`src/rtl/arb_rr_byte_packer_pkg.sv`:
```
// arb_rr_byte_packer_pkg: shared state encoding and word/slot geometry for the round-robin byte packer arbiter.
package arb_rr_byte_packer_pkg;

   typedef enum logic [1:0] {
      IDLE = 2'd0,
      BUSY = 2'd1,
      PAD  = 2'd2
   } state_t;

   localparam int SLOT_W         = 2;
   localparam int SLOTS_PER_WORD = 4;
   localparam int SRC_W          = 3;

   localparam logic [SLOT_W-1:0] LAST_SLOT = SLOT_W'(SLOTS_PER_WORD - 1);

   // Distance walked from the pointer to reach index j, counting the slot right after the pointer as 0.
   function automatic int rr_dist(input int j, input int ptr, input int n);
      return (j - ptr - 1 + 2 * n) % n;
   endfunction

endpackage

```
`src/rtl/arb_rr_byte_packer_rr_pick.sv`:
```
// arb_rr_byte_packer_rr_pick: combinational round-robin selector; first requester strictly after the pointer wins.
module arb_rr_byte_packer_rr_pick
   import arb_rr_byte_packer_pkg::*;
#(
   parameter int N_REQ = 2
) (
   input  logic [N_REQ-1:0] i_req,
   input  logic [SRC_W-1:0] i_ptr,
   output logic [N_REQ-1:0] o_gnt,
   output logic [SRC_W-1:0] o_idx,
   output logic             o_any
);

   int w_best;

   always_comb begin
      o_idx  = '0;
      o_any  = 1'b0;
      w_best = N_REQ;
      for (int j = 0; j < N_REQ; j++) begin
         if (i_req[j] && rr_dist(j, int'(i_ptr), N_REQ) < w_best) begin
            w_best = rr_dist(j, int'(i_ptr), N_REQ);
            o_idx  = SRC_W'(j);
            o_any  = 1'b1;
         end
      end
      o_gnt = o_any ? (N_REQ'(1) << o_idx) : '0;
   end

endmodule

```
`src/rtl/arb_rr_byte_packer.sv`:
```
// arb_rr_byte_packer: word-granular round-robin arbiter feeding one 8b->32b packer with tagged bytes.
// Optional partial-word padding after a stall is enabled by defining ARB_PAD_EN.
module arb_rr_byte_packer
   import arb_rr_byte_packer_pkg::*;
#(
   parameter int          N_REQ    = 2,
   parameter int          PAD_WAIT = 4,
   parameter logic [7:0]  PAD_BYTE = 8'h00
) (
   input  logic                 clk_4f,
   input  logic                 reset_L,
   input  logic [N_REQ-1:0]     req_valid,
   input  logic [8*N_REQ-1:0]   req_data,
   output logic [N_REQ-1:0]     req_ready,
   output logic                 pk_valid_out,
   output logic [7:0]           pk_data_out,
   output logic [SLOT_W-1:0]    pk_slot,
   output logic [SRC_W-1:0]     pk_src_id,
   output logic                 pk_eow,
   output logic                 pk_padded
);

   state_t             r_state, w_next;
   logic [SLOT_W-1:0]  r_slot;
   logic [N_REQ-1:0]   r_gnt, w_gnt;
   logic [SRC_W-1:0]   r_src, r_ptr, w_idx, w_ptr;
   logic               w_any, w_acc, w_pad_step, w_done, w_arb, w_emit;
   logic [7:0]         w_byte;

   // While a word is open the grant itself is the pointer, so completion re-arbitrates past the owner.
   assign w_ptr = (r_state == IDLE) ? r_ptr : r_src;

   arb_rr_byte_packer_rr_pick #(.N_REQ(N_REQ)) u_pick (
      .i_req (req_valid),
      .i_ptr (w_ptr),
      .o_gnt (w_gnt),
      .o_idx (w_idx),
      .o_any (w_any)
   );

   always_comb begin
      w_byte = '0;
      for (int j = 0; j < N_REQ; j++)
         if (r_src == SRC_W'(j)) w_byte = req_data[8*j +: 8];
   end

`ifdef ARB_PAD_EN
   localparam int STALL_W = $clog2(PAD_WAIT + 1);
   logic [STALL_W-1:0] r_stall;
   logic               w_gv, w_stall, w_to_pad;

   assign w_gv     = |(req_valid & r_gnt);
   assign w_stall  = (r_state == BUSY) && (r_slot != '0) && !w_gv;
   assign w_to_pad = w_stall && (r_stall == STALL_W'(PAD_WAIT - 1));

   always_ff @(posedge clk_4f or negedge reset_L) begin
      if (!reset_L) r_stall <= '0;
      else          r_stall <= (w_stall && !w_to_pad) ? r_stall + 1'b1 : '0;
   end
`else
   logic w_unused;
   assign w_unused = (PAD_WAIT > 0);
`endif

   always_ff @(posedge clk_4f or negedge reset_L) begin
      if (!reset_L) r_state <= IDLE;
      else          r_state <= w_next;
   end

   always_comb begin
      w_next = r_state;
      if (r_state == IDLE || w_done) w_next = w_any ? BUSY : IDLE;
`ifdef ARB_PAD_EN
      else if (w_to_pad) w_next = PAD;
`endif
   end

   always_comb begin
      req_ready  = (r_state == BUSY) ? r_gnt : '0;
      w_acc      = |(req_valid & req_ready);
`ifdef ARB_PAD_EN
      w_pad_step = (r_state == PAD);
`else
      w_pad_step = 1'b0;
`endif
      w_emit     = w_acc | w_pad_step;
      w_done     = w_emit && (r_slot == LAST_SLOT);
      w_arb      = (r_state == IDLE) || w_done;
   end

   always_ff @(posedge clk_4f or negedge reset_L) begin
      if (!reset_L) begin
         r_slot       <= '0;
         r_gnt        <= '0;
         r_src        <= '0;
         r_ptr        <= SRC_W'(N_REQ - 1);
         pk_valid_out <= 1'b0;
         pk_data_out  <= '0;
         pk_slot      <= '0;
         pk_src_id    <= '0;
         pk_eow       <= 1'b0;
         pk_padded    <= 1'b0;
      end else begin
         if (w_arb) begin
            r_gnt <= w_gnt;
            r_src <= w_idx;
         end
         if (w_done) r_ptr <= r_src;
         if (w_emit) begin
            r_slot      <= r_slot + 1'b1;
            pk_data_out <= w_pad_step ? PAD_BYTE : w_byte;
            pk_slot     <= r_slot;
            pk_src_id   <= r_src;
         end
         pk_valid_out <= w_emit;
         pk_eow       <= w_done;
         pk_padded    <= w_pad_step;
      end
   end

endmodule

```
`config.mk`:
```
export PLATFORM = sky130hd
export DESIGN_NAME = arb_rr_byte_packer
export DESIGN_NICKNAME = d
export VERILOG_FILES = /design/src/rtl/arb_rr_byte_packer_pkg.sv /design/src/rtl/arb_rr_byte_packer_rr_pick.sv /design/src/rtl/arb_rr_byte_packer.sv
export SDC_FILE = /design/constraint.sdc
export NUM_CORES = 1
export LEC_CHECK = 0
export ABC_AREA = 1
export CORE_MARGIN = 5
export CORE_UTILIZATION = 46
export CTS_CLUSTER_SIZE = 30
export DETAILED_ROUTE_END_ITERATION = 10
export GPL_ROUTABILITY_DRIVEN = 0
export HOLD_SLACK_MARGIN = 0.15
export PLACE_DENSITY = 0.83
export SLEW_MARGIN = 10
export SYNTH_ARGS = -nofsm -noshare
export SYNTH_HDL_FRONTEND = slang
export SYNTH_SLANG_ARGS = --single-unit
export TNS_END_PERCENT = 100
```
`constraint.sdc`:
```
create_clock -name clk_4f -period 3.2 [get_ports clk_4f]
set_input_delay 0.32 -clock clk_4f [delete_from_list [all_inputs] [get_ports clk_4f]]
set_output_delay 0.32 -clock clk_4f [all_outputs]
set_load 0.02 [all_outputs]
```
==> qor.yml <==
rows: 17
slew_headroom_pct: 42.1
startpoint_type: "flip-flop"
die_w_um: 57.3
fin_crit_sh_pct: 62.2
yosys_most_used_dff: "dfrtp_1"
path_clk_slew_ns: 0.11
rsz0062_at_grt: "no"
grt_usage_pct: 13.9
postRouteAntennaNets: 0
numCtsBuffers: 3
vias_per_cell: 4.66
drt-total-wl_um: 2030
dp_hpwl_um: 1540
layout_min_cycle_time_ns: 1.99
cts-root-buf: "clkbuf_4"
irDropWorstVdd_mv: 0.493
dp_cells: 170
finalHoldViolCount: 0
yosysTopAreaCellShare_pct: 46.2
yosys-top-cells-area: "dfrtp_1 (46%), nand2_1 (14%), o21ai_2 (6.8%)"
setup_viol: 0
drcViolationCount: 0
skew_ns: 0.00801
cts_resized: 0
arrival_ns: 1.67
core_um2: 2170
cts_tree: "done"
clock_sinks: 20
setup_tns_ns: 0
dp_slack_ns: 1.56
drive_gt1_share_pct: 15.8
dieArea_um2: 3280
async_flop_share_pct: 100
wire_per_inst_um: 11.7
max_freq_mhz: 503
synth.most_common_cell: "nand2_1"
firstDrtPassIters: 4
fin_cells: 174
drv_slew: 0
start_util_pct: 47.4
postCtsSetupBuffers: 0
cts_max_level: 1
port_buffers: 34
cts_hold_buf: 0
first_iter_violations: 17
diodes: 0
worstPathRequired_ns: 2.88
avgSynthCellArea_um2: 9.02
whs_path_depth: 2
p_leak_nw: 0.689
hp-class: "reg2reg"
cts.path.max_buffers: 2
vias: 811
drv_cap: 0
ys_seq_area_share_pct: 48.8
power_mw: 1.27
grt_max_degree: 21
setup_ws_ns: 1.21
yosysWarnings: 0
worst_slew_pin_slew_ns: 0.866
grt-ovfl-total: 0
fin_nets: 168
synth_top_cell_by_area: "dfrtp_1"
synth_enable_flop_cells: 0
pin_count: 38
grt_pass1_wl_um: 3550
worstRegToRegCells: 5
cp-end-kind: "output pin"
synthCells: 114
cp_max_fo: 10
powerDensity_nw_per_um2: 915
area_growth_pct: 34.4
synth_area_um2: 1030
clock_latency_ns: 0.30
synthTopCellsByCount: "nand2_1 (37), dfrtp_1 (19), inv_1 (14)"
status: "complete, no violations"
synth.distinct_cells: 21
antenna_found_initial: 0
synth-seq-cells: 20
worstSetupPathType: "reg2out"
grt_pass1_vias: 805
die_y_um: 57.3
## layout make-up
cell class                      instances  area [um2]
Fill cell                             200         787
Timing Repair Buffer                   34         340
Multi-Input combinational cell         73         410
Clock buffer                            4        36.3
Inverter                               15        58.8
Tap cell                               28        35.0
Sequential cell                        20         502
## state kept, by name, summed over array words and instances, names as in the netlist
register / count
pk_data_out: 8
pk_slot: 2
r_gnt: 2
r_slot: 2
pk_eow: 1
pk_src_id: 1
pk_valid_out: 1
r_ptr: 1
r_src: 1
r_state: 1
## power by group
group	internal (mW)	switching (mW)
Combinational	0.296	0.352
Clock	0.0694	0.0755
Sequential	0.372	0.100
Total	0.738	0.527
## cell families after synthesis
logic type	synth area share [%]
AOI/OAI and AO/OA	11.8
DFF	48.8
adders and majority gates	1.22
and+or+nand+nor	24.9
buffers and inverters	12.0
xor gates and xnor gates	0.852
other	0.365
## per-layer routing
layer,track usage [%],share of wire [%],vias up
met5,0,0,-
met4,6.95,2.0,0
met3,4.30,10,4
met2,21.0,44,37
met1,17.9,44,364
li1,-,-,406
## metrics by stage
step,hold WS (ns),utilization (%),instance area [um2]
after floorplan,0.0244,-,1040
after global placement,0.457,62.1,1350
after detailed placement,0.457,62.1,1350
after CTS,0.478,63.7,1380
after global routing,0.511,63.7,1380
final,0.475,63.7,1380
## critical path: stages (launching register included)
cell             delay, ns
dfrtp_1               0.62
nand2_1               0.09
inv_1                 0.06
clkdlybuf4s50_1       0.59
## final timing paths
kind	to	start	slack (ns)
max	req_ready[0]	r_state[0]$_DFFE_PN0P_	1.21
min	r_ptr[0]$_DFFE_PN1P_	r_ptr[0]$_DFFE_PN1P_	0.47
max reg2reg	r_gnt[1]$_DFFE_PN0P_	r_src[0]$_DFFE_PN0P_	1.84
min reg2reg	r_ptr[0]$_DFFE_PN1P_	r_ptr[0]$_DFFE_PN1P_	0.47
max in group asynchronous	r_gnt[0]$_DFFE_PN0P_	reset_L	2.16
min in group asynchronous	pk_data_out[3]$_DFFE_PN0P_	reset_L	0.50
## cells in the final DEF, fill, tap and decap left out
cell	instances
o21ai_2	8
nand2_2	5
a21oi_1	1
dfstp_2	1
o21ai_0	8
nand2_4	1
clkbuf_8	1
nand2_1	37
nand2_8	1
clkdlybuf4s50_1	34
ha_1	1
a31oi_1	1
inv_4	1
inv_1	14
xor2_1	1
nand3_1	4
nand3_4	2
conb_1	3
dfrtp_1	19
clkbuf_4	3
No activity file was read; power rests on OpenSTA's default activity.
